`src/rtl/echo_delay_scheduler.sv`:
```
// Time-shares one single-port RAM between the read and write traffic of the stereo echo delay line.
// Each accepted frame reads the old L/R pair at the write pointer, overwrites it, then strobes the delayed pair.
module echo_delay_scheduler #(
    parameter int unsigned audio_width   = 16,
    parameter int unsigned delay_samples = 2048,
    parameter int unsigned addr_width    = $clog2(delay_samples) + 1
) (
    input  logic                   clk256,
    input  logic                   reset,
    input  logic                   in_valid,
    input  logic [audio_width-1:0] in_l,
    input  logic [audio_width-1:0] in_r,
    output logic [addr_width-1:0]  ram_addr,
    output logic                   ram_we,
    output logic [audio_width-1:0] ram_wdata,
    input  logic [audio_width-1:0] ram_rdata,
    output logic                   out_valid,
    output logic [audio_width-1:0] out_l,
    output logic [audio_width-1:0] out_r,
    output logic                   busy,
    output logic                   overrun
);

    localparam int unsigned ptr_width = $clog2(delay_samples);
    localparam logic [ptr_width-1:0] ptr_last = ptr_width'(delay_samples - 1);

    typedef enum logic [2:0] {
        IDLE = 3'd0,
        RD_L = 3'd1,
        RD_R = 3'd2,
        WR_L = 3'd3,
        WR_R = 3'd4
    } state_t;

    state_t                 state, state_d;
    logic [ptr_width-1:0]   ptr, ptr_d;
    logic                   primed, primed_d;
    logic [audio_width-1:0] lat_l, lat_l_d;
    logic [audio_width-1:0] lat_r, lat_r_d;
    logic [audio_width-1:0] dly_l, dly_l_d;
    logic [audio_width-1:0] dly_r, dly_r_d;
    logic [addr_width-1:0]  ram_addr_d;
    logic                   ram_we_d;
    logic [audio_width-1:0] ram_wdata_d;
    logic                   out_valid_d;
    logic [audio_width-1:0] out_l_d;
    logic [audio_width-1:0] out_r_d;
    logic                   busy_d;
    logic                   overrun_d;

    // Next-state logic; RAM controls are decoded from the next state so they are registered in step with it.
    always_comb begin
        state_d     = state;
        ptr_d       = ptr;
        primed_d    = primed;
        lat_l_d     = lat_l;
        lat_r_d     = lat_r;
        dly_l_d     = dly_l;
        dly_r_d     = dly_r;
        out_valid_d = 1'b0;
        out_l_d     = out_l;
        out_r_d     = out_r;
        overrun_d   = in_valid && (state != IDLE);
        ram_wdata_d = '0;

        case (state)
            IDLE: begin
                if (in_valid) begin
                    lat_l_d = in_l;
                    lat_r_d = in_r;
                    state_d = RD_L;
                end
            end
            RD_L: state_d = RD_R;
            RD_R: begin
                dly_l_d = ram_rdata;
                state_d = WR_L;
            end
            WR_L: begin
                dly_r_d = ram_rdata;
                state_d = WR_R;
            end
            WR_R: begin
                if (ptr == ptr_last) begin
                    ptr_d    = '0;
                    primed_d = 1'b1;
                end else begin
                    ptr_d = ptr + ptr_width'(1);
                end
                // Until the line has been filled once the RAM holds power-up garbage, so emit silence.
                out_valid_d = 1'b1;
                out_l_d     = primed ? dly_l : '0;
                out_r_d     = primed ? dly_r : '0;
                state_d     = IDLE;
            end
            default: state_d = IDLE;
        endcase

        ram_we_d   = (state_d == WR_L) || (state_d == WR_R);
        ram_addr_d = addr_width'({ptr_d, ((state_d == RD_R) || (state_d == WR_R))});
        if (state_d == WR_L) ram_wdata_d = lat_l;
        if (state_d == WR_R) ram_wdata_d = lat_r;
        busy_d = (state_d != IDLE);
    end

    always_ff @(posedge clk256 or posedge reset) begin
        if (reset) begin
            state     <= IDLE;
            ptr       <= '0;
            primed    <= 1'b0;
            lat_l     <= '0;
            lat_r     <= '0;
            dly_l     <= '0;
            dly_r     <= '0;
            ram_addr  <= '0;
            ram_we    <= 1'b0;
            ram_wdata <= '0;
            out_valid <= 1'b0;
            out_l     <= '0;
            out_r     <= '0;
            busy      <= 1'b0;
            overrun   <= 1'b0;
        end else begin
            state     <= state_d;
            ptr       <= ptr_d;
            primed    <= primed_d;
            lat_l     <= lat_l_d;
            lat_r     <= lat_r_d;
            dly_l     <= dly_l_d;
            dly_r     <= dly_r_d;
            ram_addr  <= ram_addr_d;
            ram_we    <= ram_we_d;
            ram_wdata <= ram_wdata_d;
            out_valid <= out_valid_d;
            out_l     <= out_l_d;
            out_r     <= out_r_d;
            busy      <= busy_d;
            overrun   <= overrun_d;
        end
    end

endmodule

```
`config.mk`:
```
export PLATFORM = sky130hd
export DESIGN_NAME = echo_delay_scheduler
export DESIGN_NICKNAME = d
export VERILOG_FILES = /design/src/rtl/echo_delay_scheduler.sv
export SDC_FILE = /design/constraint.sdc
export NUM_CORES = 1
export LEC_CHECK = 0
export CORE_UTILIZATION = 40
export CTS_CLUSTER_SIZE = 20
export DETAILED_ROUTE_END_ITERATION = 10
export PLACE_DENSITY = 0.71
export SKIP_CTS_REPAIR_TIMING = 1
export SKIP_LAST_GASP = 1
export SLEW_MARGIN = 20
export SYNTH_ARGS = -nofsm -noshare
export SYNTH_HDL_FRONTEND = slang
export SYNTH_SLANG_ARGS = --single-unit
export TNS_END_PERCENT = 50
```
`constraint.sdc`:
```
create_clock -name clk256 -period 8.7 [get_ports clk256]
set_input_delay 1.305 -clock clk256 [delete_from_list [all_inputs] [get_ports clk256]]
set_output_delay 1.305 -clock clk256 [all_outputs]
set_load 0.005 [all_outputs]
```
### Word-level counts from Yosys, hierarchy flattened

Cells that the tools add are included.

* register bits after elaboration: 143
* bits of input ports: 51
* output and inout bits: 64
* word-level logic and storage cells: 41

* $add $sub $neg: 1
* equality and inequality tests: 8
* muxes and demuxes: 9
* reduce and logical (&&, ||, !) cells: 8

Operators with widths (number)
* $mux 16: 4
* $mux 11: 2
* $eq 3x2->1 const B: 4
* $pmux 3 s4: 1
* $add 11x1->11 const B: 1
* $eq 11x11->1 const B: 1
* $eq 3x3->1 const B: 2
* $reduce_bool 3->1: 2
* $reduce_and 2->1: 2
* $eq 3x1->1 const B: 1
* $logic_not 3->1: 1
* $mux 3: 1
* $logic_or 1x1->1: 2
* $logic_and 1x1->1: 1
* $mux 1: 1

### Longest topological paths before layout

Gate-level depths: netlist (run 1).

* depth in word-level cells: 5
* depth in mapped cells: 7
* mapped depth without buffers: 5

### Worst setup path after synthesis (run 1)

No wires, ideal clock.

* path kind: input to register
* from: in in_valid
* to: reg lat_l[0]
* library setup time: 0.125 ns
* arrival: 2.164 ns
* required time: 8.575 ns
* setup slack: 6.412 ns
* stages: 4
* path buffers: 2
* cell sequence: and2_1 -> clkbuf_1 -> buf_2 -> mux2_2

* cells in the longest elaborated chain, start to end: 1

RTL lines
* start: declaration: line 10 `input logic in_valid,`
* $reduce_and 2->1 (no line)
* end signal: assignment: line 127 `lat_l <= lat_l_d;`
* end: declaration: line 38 `logic [audio_width-1:0] lat_l, lat_l_d;`

Every way passes these cells.
A chain may end at the register's enable or synchronous reset.

==> results of run 1 <==
## sequential cells by signal, indices dropped and copies added (netlist names), 3 cells and up
| name | cells |
|---|---|
| dly_l | 16 |
| dly_r | 16 |
| lat_l | 16 |
| lat_r | 16 |
| out_l | 16 |
| out_r | 16 |
| ram_wdata | 16 |
| ptr | 11 |
| state | 3 |
## logic make-up after synthesis
logic type / after synthesis
and+or+nand+nor: 150
DFF: 132
muxes: 80
buffers and inverters: 27
xor gates and xnor gates: 8
AOI/OAI and AO/OA: 6
adders and majority gates: 1
## cell type report
cell class,count,area (µm²)
fillers,1034,5180
inverters,4,20.0
multi-input cells,245,1690
repair buffers,118,1170
clock buffers,18,439
well taps,168,210
clock inverters,14,199
flip-flops and latches,132,3300
## worst max-delay path by stage
stage,start,to,cells past startpoint
after floorplan,reset,busy,1
after global placement,reset,out_l[10],3
after detailed placement,reset,out_l[11],3
after CTS,state[0],out_r[10],6
after global routing,state[0],out_r[10],6
final,ptr[4],ram_addr[5],1
## placed cells by master, fill, tap and decap left out, types with 2 or more instances in the layout
| cell type | count |
|---|---|
| sky130_fd_sc_hd__and3_1 | 2 |
| sky130_fd_sc_hd__buf_4 | 4 |
| sky130_fd_sc_hd__bufinv_16 | 4 |
| sky130_fd_sc_hd__clkbuf_16 | 17 |
| sky130_fd_sc_hd__clkdlybuf4s50_1 | 114 |
| sky130_fd_sc_hd__clkinv_2 | 2 |
| sky130_fd_sc_hd__clkinv_4 | 4 |
| sky130_fd_sc_hd__dfrtp_1 | 132 |
| sky130_fd_sc_hd__inv_1 | 2 |
| sky130_fd_sc_hd__inv_6 | 4 |
| sky130_fd_sc_hd__mux2_2 | 64 |
| sky130_fd_sc_hd__mux2i_1 | 16 |
| sky130_fd_sc_hd__nand2_1 | 70 |
| sky130_fd_sc_hd__nand3_1 | 38 |
| sky130_fd_sc_hd__nor2_1 | 21 |
| sky130_fd_sc_hd__nor2b_1 | 3 |
| sky130_fd_sc_hd__nor3_1 | 4 |
| sky130_fd_sc_hd__o21ai_0 | 2 |
| sky130_fd_sc_hd__or2_2 | 2 |
| sky130_fd_sc_hd__xnor2_1 | 7 |
## where the power goes
| group | internal [mW] | switching (mW) |
|---|---|---|
| registers | 0.816 | 0.104 |
| logic | 0.317 | 0.231 |
| clock network | 0.490 | 0.270 |
## routing by layer
layer  share of wire, %  track usage [%]
met5                  0                0
met4                1.0             5.97
met3                7.0             6.91
met2                 48             28.8
met1                 43             22.3
## stage by stage
step	area (µm²)	util (%)
3_5_place_dp	6390	52.3
4_1_cts	7030	57.6
5_1_grt	7030	57.6
6_report	7030	57.6
3_3_place_gp	6390	52.3
2_1_floorplan	5110	-
## Yosys cell counts, drive strengths merged
library cell    n
dfrtp         132
nand2          70
mux2           64
nand3          38
nor2           22
mux2i          16
buf            14
clkbuf          9
xnor2           7
nor3            5
inv             3
nor2b           3
nor4            3
o21ai           3
and3            2
or2             2
a21o            1
a21oi           1
a22o            1
and2            1
clkinv          1
ha              1
nand2b          1
nand4           1
or3             1
or3b            1
xor2            1
==> out/metrics.json, run 1 <==
{
  "first_global_vias": {"value": 3624},
  "ir_drop": {"value": 0.170, "unit": "mV"},
  "cap_violations": {"value": 0},
  "outcome": {"value": "finished clean"},
  "number_of_max_slew_violations_in_the_final_report": {"value": 0},
  "clock_tree.htree_level_count": {"value": 4},
  "postSynthNetCount": {"value": 456},
  "insertedDiodeCount": {"value": 0},
  "cp.arrival": {"value": 1.42, "unit": "ns"},
  "grt_start_max_net_pins": {"value": 78},
  "setup-tns-final": {"value": 0, "unit": "ns"},
  "sink_count": {"value": 132},
  "finalCritPeriodShare": {"value": 31.3, "unit": "%"},
  "wire_length_of_the_first_global_routing_pass": {"value": 17900, "unit": "µm"},
  "start_util": {"value": 41.8, "unit": "%"},
  "reg2reg_to": {"value": "out_r[10]"},
  "area_growth_syn_to_layout": {"value": 37.6, "unit": "%"},
  "clk_path_buf_depth": {"value": 2},
  "final.setup_skew": {"value": 0.00727, "unit": "ns"},
  "worst-slew-pin-transition": {"value": 0.997, "unit": "ns"},
  "track_usage": {"value": 17.9, "unit": "%"},
  "ff2ff_setup_slack": {"value": 5.98, "unit": "ns"},
  "syn_area": {"value": 5110, "unit": "µm²"},
  "io_pins": {"value": 115},
  "nNetsFinal": {"value": 570},
  "synth_top_family_by_area": {"value": "multiplexers"},
  "pwr_density_cell": {"value": 317, "unit": "nW/µm²"},
  "yosysTopAreaCell": {"value": "sky130_fd_sc_hd__dfrtp_1"},
  "timing.hold.worst_path_depth": {"value": 2},
  "detailedPlace.worstSlack": {"value": 5.53, "unit": "ns"},
  "post_route_drc": {"value": 0},
  "post_route_cells_drive_above_1_share": {"value": 20.3, "unit": "%"},
  "netlist_instances": {"value": 404},
  "r2r.worst_path.cells": {"value": 6},
  "holdWs": {"value": 0.470, "unit": "ns"},
  "min_path_type": {"value": "flop to flop"},
  "worst_slack": {"value": 5.97, "unit": "ns"},
  "critical_path.startpoint_type": {"value": "flop"},
  "tritoncts": {"value": "done"},
  "yosys.area_share.xor_xnor": {"value": 1.37, "unit": "%"},
  "die_boundary_height": {"value": 115, "unit": "µm"},
  "cpLargestDelayFamily": {"value": "buffers and inverters"},
  "grt_overflow": {"value": 0},
  "synthesis.yosys.warnings": {"value": 0},
  "antenna_found_initial": {"value": 0},
  "crit_required": {"value": 7.39, "unit": "ns"},
  "synth_simple_gate_area_share": {"value": 13.4, "unit": "%"},
  "dpl.cell_count": {"value": 667},
  "initial_drc_count": {"value": 165},
  "ys_top_cells_by_area": {"value": "sky130_fd_sc_hd__dfrtp_1 65%, sky130_fd_sc_hd__mux2_2 14%, sky130_fd_sc_hd__nand2_1 5.1%"},
  "viasPerCell": {"value": 4.74},
  "power_leakage": {"value": 3.19, "unit": "nW"},
  "hold_end": {"value": "out_r[7]"},
  "min-delay-start": {"value": "out_r[7]"},
  "firstDrtPassIters": {"value": 4},
  "vias": {"value": 3311},
  "design_power_total": {"value": 2.23, "unit": "mW"},
  "cp_slowest_stage_delay": {"value": 0.55, "unit": "ns"},
  "detailed_place_hpwl": {"value": 7080, "unit": "µm"},
  "routed_wirelength": {"value": 10600, "unit": "µm"},
  "max-slew-margin-rel": {"value": 33.5, "unit": "%"},
  "wl_per_cell": {"value": 15.2, "unit": "µm"},
  "setup_viol_count_final": {"value": 0},
  "r2r_start": {"value": "state[0]"},
  "clock_insertion_delay_worst_skew": {"value": 0.41, "unit": "ns"},
  "cp_slowest_cell": {"value": "sky130_fd_sc_hd__clkdlybuf4s50_1"},
  "critical_path.cell_chain": {"value": "clkdlybuf4s50_1"},
  "max_freq": {"value": 0.367, "unit": "GHz"},
  "floorplan.die_area": {"value": 13200, "unit": "µm²"},
  "synth_mux_area_share": {"value": 17.3, "unit": "%"},
  "synthesis_stage_register_bit_count": {"value": 132},
  "sequential_share_of_the_synthesized_area": {"value": 64.7, "unit": "%"},
  "path_buf_inv": {"value": 1},
  "cts_made_buffers": {"value": 17},
  "timing_hold_violations_final": {"value": 0},
  "port-buffer-count": {"value": 114},
  "stdcell_count": {"value": 699},
  "clock_tree.root_cell": {"value": "sky130_fd_sc_hd__clkbuf_16"},
  "rsz0062_at_grt": {"value": "false"},
  "synth_compound_area_share": {"value": 0.711, "unit": "%"},
  "yosys.area_share.adder": {"value": 0.245, "unit": "%"},
  "path_class": {"value": "flop to output port"},
  "yosys.area.top_type_share": {"value": 64.7, "unit": "%"},
  "worstSetupEndpointType": {"value": "output port"},
  "synthDistinctLibCells": {"value": 33},
  "route.antenna.remaining_nets": {"value": 0},
  "die_width": {"value": 115, "unit": "µm"},
  "worstPathMaxFanout": {"value": 7},
  "worst_setup_hold_path_clk_slew": {"value": 0.06, "unit": "ns"},
  "floorplan.core_area": {"value": 12200, "unit": "µm²"},
  "finalWeightedCongestion": {"value": 0.794},
  "final.min_clock_period": {"value": 2.73, "unit": "ns"},
  "avgSynthCellArea": {"value": 12.6, "unit": "µm²"},
  "fp_rows": {"value": 40}
}
(Power assumes the default switching activity.)
==> run 2: changes to the inputs <==
Clock period 8.7 ns to 2.55 ns, I/O delays scaled along.
==> out/metrics.json, run 2 (synthesized netlist as in run 1, its figures left out) <==
{
  "p_int": {"value": 5.29, "unit": "mW"},
  "min_path_type": {"value": "input pin to async pin"},
  "path_class": {"value": "flop to flop"},
  "critical_path.startpoint_type": {"value": "flop"},
  "worstPathMaxFanout": {"value": 35},
  "sink_count": {"value": 132},
  "grt_start_max_net_pins": {"value": 61},
  "ir_drop": {"value": 0.602, "unit": "mV"},
  "rsz0062_at_grt": {"value": "false"},
  "io_pins": {"value": 115},
  "final.min_clock_period": {"value": 2.19, "unit": "ns"},
  "antenna_found_initial": {"value": 0},
  "nNetsFinal": {"value": 574},
  "seq_power_share": {"value": 42.8, "unit": "%"},
  "post_route_drc": {"value": 0},
  "worst-slew-pin-transition": {"value": 1.05, "unit": "ns"},
  "dr_wl_met3": {"value": 887, "unit": "µm"},
  "num-fill-cells": {"value": 1065},
  "p_switching": {"value": 2.00, "unit": "mW"},
  "layout.cell_area.non_filler": {"value": 7000, "unit": "µm²"},
  "power_frac_clock": {"value": 30.7, "unit": "%"},
  "initial_drc_count": {"value": 164},
  "clock_insertion_delay_worst_skew": {"value": 0.41, "unit": "ns"},
  "worst_setup_hold_path_clk_slew": {"value": 0.05, "unit": "ns"},
  "detailedPlace.worstSlack": {"value": 0.388, "unit": "ns"},
  "power.combinational.fraction": {"value": 26.4, "unit": "%"},
  "vias": {"value": 3351},
  "power_leakage": {"value": 3.18, "unit": "nW"},
  "route.antenna.remaining_nets": {"value": 0},
  "floorplan.die_area": {"value": 13200, "unit": "µm²"},
  "fp_rows": {"value": 40},
  "crit_required": {"value": 2.84, "unit": "ns"},
  "timing_hold_violations_final": {"value": 0},
  "clock_tree.htree_level_count": {"value": 4},
  "tritoncts": {"value": "done"},
  "grt_overflow": {"value": 0},
  "finalWeightedCongestion": {"value": 0.786},
  "floorplan.core_area": {"value": 12200, "unit": "µm²"},
  "area_growth_syn_to_layout": {"value": 37.0, "unit": "%"},
  "insertedDiodeCount": {"value": 0},
  "cts_made_buffers": {"value": 17},
  "worstSetupEndpointType": {"value": "flop"},
  "detailed_place_hpwl": {"value": 7310, "unit": "µm"},
  "viasPerCell": {"value": 4.77},
  "firstDrtPassIters": {"value": 4},
  "cp.arrival": {"value": 2.48, "unit": "ns"},
  "number_of_max_slew_violations_in_the_final_report": {"value": 0},
  "die_boundary_height": {"value": 115, "unit": "µm"},
  "post_route_cells_drive_above_1_share": {"value": 20.8, "unit": "%"},
  "max_freq": {"value": 0.457, "unit": "GHz"},
  "cap_violations": {"value": 0},
  "first_global_vias": {"value": 3611},
  "setup_viol_count_final": {"value": 0},
  "drt-met1-wl": {"value": 4500, "unit": "µm"},
  "start_util": {"value": 41.8, "unit": "%"},
  "maxUsedRoutingLayer": {"value": "met4"},
  "die_width": {"value": 115, "unit": "µm"},
  "wl_met2": {"value": 5240, "unit": "µm"},
  "max-slew-margin-rel": {"value": 30.0, "unit": "%"},
  "wire_length_of_the_first_global_routing_pass": {"value": 18200, "unit": "µm"},
  "routed_wirelength": {"value": 10800, "unit": "µm"},
  "outcome": {"value": "finished clean"},
  "clk_path_buf_depth": {"value": 2},
  "final.setup_skew": {"value": 0.00827, "unit": "ns"},
  "wl_per_cell": {"value": 15.4, "unit": "µm"},
  "layout.cells.most_common_list": {"value": "132 x sky130_fd_sc_hd__dfrtp_1, 114 x sky130_fd_sc_hd__clkdlybuf4s50_1, 70 x sky130_fd_sc_hd__nand2_1"},
  "layout.cells.most_common": {"value": "sky130_fd_sc_hd__dfrtp_1"},
  "port-buffer-count": {"value": 114},
  "clock_tree.root_cell": {"value": "sky130_fd_sc_hd__clkbuf_16"},
  "setup-tns-final": {"value": 0, "unit": "ns"},
  "switching_share": {"value": 27.4, "unit": "%"},
  "pwr_density_cell": {"value": 1040, "unit": "nW/µm²"},
  "utilization": {"value": 57.3, "unit": "%"},
  "track_usage": {"value": 18.4, "unit": "%"},
  "dpl-instance-area": {"value": 6440, "unit": "µm²"},
  "worst_slack": {"value": 0.363, "unit": "ns"},
  "finalCritPeriodShare": {"value": 85.8, "unit": "%"},
  "holdWs": {"value": 0.406, "unit": "ns"}
}
run 2: layer usage:
metal / vias up / global-route usage [%]
li1: 1598 / -
met2: 94 / 30.3
met3: 14 / 7.96
met4: 0 / 7.27
met1: 1645 / 21.2
met5: - / 0
run 2: area by class of cell:
type,instances,area (µm²),share of cell area (%)
multi-input combinational,245,1690,24.1
timing repair buffer,122,1230,17.5
clock buffer,20,467,6.67
inverter,4,18.8,0.268
sequential,132,3300,47.2
tap,168,210,3.00
clock inverter,11,85.1,1.22
run 2: metrics by stage:
stage                     power [mW]  instances
after global placement          5.02        671
after global routing            7.75        702
after floorplan                 4.41        404
final                           7.29        702
after detailed placement        5.11        671
after CTS                       7.40        702
run 2: worst paths after layout:
kind | startpoint | end | slack (ns) | cells past startpoint
max reg2reg | state[2] | out_r[0] | 0.36 | 4
max in group asynchronous | reset | ram_wdata[10] | 1.46 | 3
max | state[2] | out_r[0] | 0.36 | 4
min in group clk256 | out_l[11] | out_l[11] | 0.46 | 2
min | reset | out_l[3] | 0.41 | 2
min reg2reg | out_l[11] | out_l[11] | 0.46 | 2
run 2: worst max-delay path, cell delays in order (launching register included):
cell and delay [ns]:
sky130_fd_sc_hd__dfrtp_1 0.43, sky130_fd_sc_hd__or3b_2 0.36, sky130_fd_sc_hd__clkinv_1 0.81, sky130_fd_sc_hd__nand3_1 0.38, sky130_fd_sc_hd__nand2_1 0.08
run 2: power groups by stage:
stage                     Clock (mW)  Sequential (mW)  Combinational, mW
final                           2.24             3.12               1.93
after CTS                       2.30             3.13               1.97
after floorplan                    0             3.08               1.33
after detailed placement           0             3.16               1.95
after global placement             0             3.13               1.89
after global routing            2.40             3.21               2.13
==> run 3: changes to the inputs <==
Settings changed: ABC_CLOCK_PERIOD_IN_PS set to 2700.
Clock period 2.55 ns to 2.7 ns, I/O delays scaled along.
==> out/metrics.json, run 3 (synthesized netlist as in run 1, its figures left out) <==
{
  "outcome": {"value": "finished clean"},
  "design_power_total": {"value": 7.08, "unit": "mW"},
  "holdWs": {"value": 0.421, "unit": "ns"},
  "clk_path_buf_depth": {"value": 2},
  "die_boundary_height": {"value": 115, "unit": "µm"},
  "track_usage": {"value": 18.3, "unit": "%"},
  "worst_setup_hold_path_clk_slew": {"value": 0.06, "unit": "ns"},
  "setup-tns-final": {"value": 0, "unit": "ns"},
  "number_of_max_slew_violations_in_the_final_report": {"value": 0},
  "post_route_cells_drive_above_1_share": {"value": 20.6, "unit": "%"},
  "max-slew-margin-rel": {"value": 29.6, "unit": "%"},
  "detailed_place_hpwl": {"value": 7290, "unit": "µm"},
  "groute.layer.met3.usage": {"value": 7.22, "unit": "%"},
  "path_class": {"value": "flop to flop"},
  "timing_hold_violations_final": {"value": 0},
  "groute.layer.met2.usage": {"value": 29.2, "unit": "%"},
  "num-fill-cells": {"value": 1050},
  "cts_made_buffers": {"value": 17},
  "cap_violations": {"value": 0},
  "start_util": {"value": 41.8, "unit": "%"},
  "worstSetupEndpointType": {"value": "flop"},
  "worstPathMaxFanout": {"value": 35},
  "post_route_drc": {"value": 0},
  "first_global_vias": {"value": 3590},
  "area_growth_syn_to_layout": {"value": 37.8, "unit": "%"},
  "insertedDiodeCount": {"value": 0},
  "clock_tree.root_cell": {"value": "sky130_fd_sc_hd__clkbuf_16"},
  "sink_count": {"value": 132},
  "vias": {"value": 3393},
  "finalWeightedCongestion": {"value": 0.780},
  "tritoncts": {"value": "done"},
  "clock_tree.htree_level_count": {"value": 4},
  "wl_per_cell": {"value": 15.6, "unit": "µm"},
  "port-buffer-count": {"value": 114},
  "max_freq": {"value": 0.456, "unit": "GHz"},
  "die_width": {"value": 115, "unit": "µm"},
  "ir_drop": {"value": 0.592, "unit": "mV"},
  "fp_rows": {"value": 40},
  "grt_start_max_net_pins": {"value": 61},
  "final.setup_skew": {"value": 0.00636, "unit": "ns"},
  "finalCritPeriodShare": {"value": 81.2, "unit": "%"},
  "rsz0062_at_grt": {"value": "false"},
  "initial_drc_count": {"value": 209},
  "layout.cells.most_common_list": {"value": "132 x sky130_fd_sc_hd__dfrtp_1, 114 x sky130_fd_sc_hd__clkdlybuf4s50_1, 70 x sky130_fd_sc_hd__nand2_1"},
  "worst-slew-pin-transition": {"value": 1.06, "unit": "ns"},
  "grt_overflow": {"value": 0},
  "firstDrtPassIters": {"value": 4},
  "cp.arrival": {"value": 2.48, "unit": "ns"},
  "floorplan.core_area": {"value": 12200, "unit": "µm²"},
  "io_pins": {"value": 115},
  "power_leakage": {"value": 3.18, "unit": "nW"},
  "clock_insertion_delay_worst_skew": {"value": 0.41, "unit": "ns"},
  "route.antenna.remaining_nets": {"value": 0},
  "critical_path.startpoint_type": {"value": "flop"},
  "min_path_type": {"value": "input pin to async pin"},
  "crit_required": {"value": 2.99, "unit": "ns"},
  "antenna_found_initial": {"value": 0},
  "grt_util_met1": {"value": 22.3, "unit": "%"},
  "viasPerCell": {"value": 4.83},
  "ff2ff_setup_slack": {"value": 0.51, "unit": "ns"},
  "setup_viol_count_final": {"value": 0},
  "final.min_clock_period": {"value": 2.19, "unit": "ns"},
  "routed_wirelength": {"value": 10900, "unit": "µm"},
  "layout.cells.most_common": {"value": "sky130_fd_sc_hd__dfrtp_1"},
  "wire_length_of_the_first_global_routing_pass": {"value": 18100, "unit": "µm"},
  "grt-busiest-layer": {"value": "met2"},
  "nNetsFinal": {"value": 573},
  "pwr_density_cell": {"value": 1010, "unit": "nW/µm²"},
  "floorplan.die_area": {"value": 13200, "unit": "µm²"}
}
==> run 3: where the power goes <==
group | leakage [nW] | switching (mW) | internal, mW
Clock | 0.285 | 0.838 | 1.47
Combinational | 1.22 | 0.770 | 1.04
Sequential | 1.68 | 0.326 | 2.63
Total | 3.18 | 1.93 | 5.14
==> run 3: area by class of cell <==
cell class              count  area, µm²  area share, %
flip-flops and latches    132       3300           46.9
clock inverters            13        158           2.24
repair buffers            121       1220           17.3
clock buffers              19        443           6.29
well taps                 168        210           2.99
inverters                   4       18.8          0.267
multi-input cells         245       1690           24.0
==> run 3: metal layers <==
layer  wire length (µm)  part of all wire (%)
met1               4640                    42
met2               5240                    48
met3                871                   8.0
met4                179                   1.6
met5                  0                     0
==> run 3: per-stage QoR <==
| step | std cells | utilization, % | setup slack (ns) | area, µm² |
|---|---|---|---|---|
| final | 702 | 57.6 | 0.506 | 7040 |
| after detailed placement | 670 | 52.7 | 0.483 | 6440 |
| after global placement | 670 | 52.7 | 0.615 | 6440 |
| after floorplan | 404 | - | 0.658 | 5110 |
| after global routing | 702 | 57.6 | 0.298 | 7040 |
| after CTS | 702 | 57.6 | 0.451 | 7040 |
==> run 3: worst max-delay path, cell delays in order (launching register included) <==
cell and delay [ns]:
sky130_fd_sc_hd__dfrtp_1 0.43, sky130_fd_sc_hd__or3b_2 0.36, sky130_fd_sc_hd__clkinv_1 0.82, sky130_fd_sc_hd__nand3_1 0.38
sky130_fd_sc_hd__nand2_1 0.09
==> run 3: final timing paths <==
kind / cells after the start / from / end
setup / recovery: 4 / state[2] / out_r[5]
hold reg to reg: 2 / out_l[11] / out_l[11]
min in group clk256: 2 / out_l[11] / out_l[11]
setup reg to reg: 4 / state[2] / out_r[5]
max in group asynchronous: 3 / reset / lat_l[6]
hold / removal: 2 / reset / out_r[3]
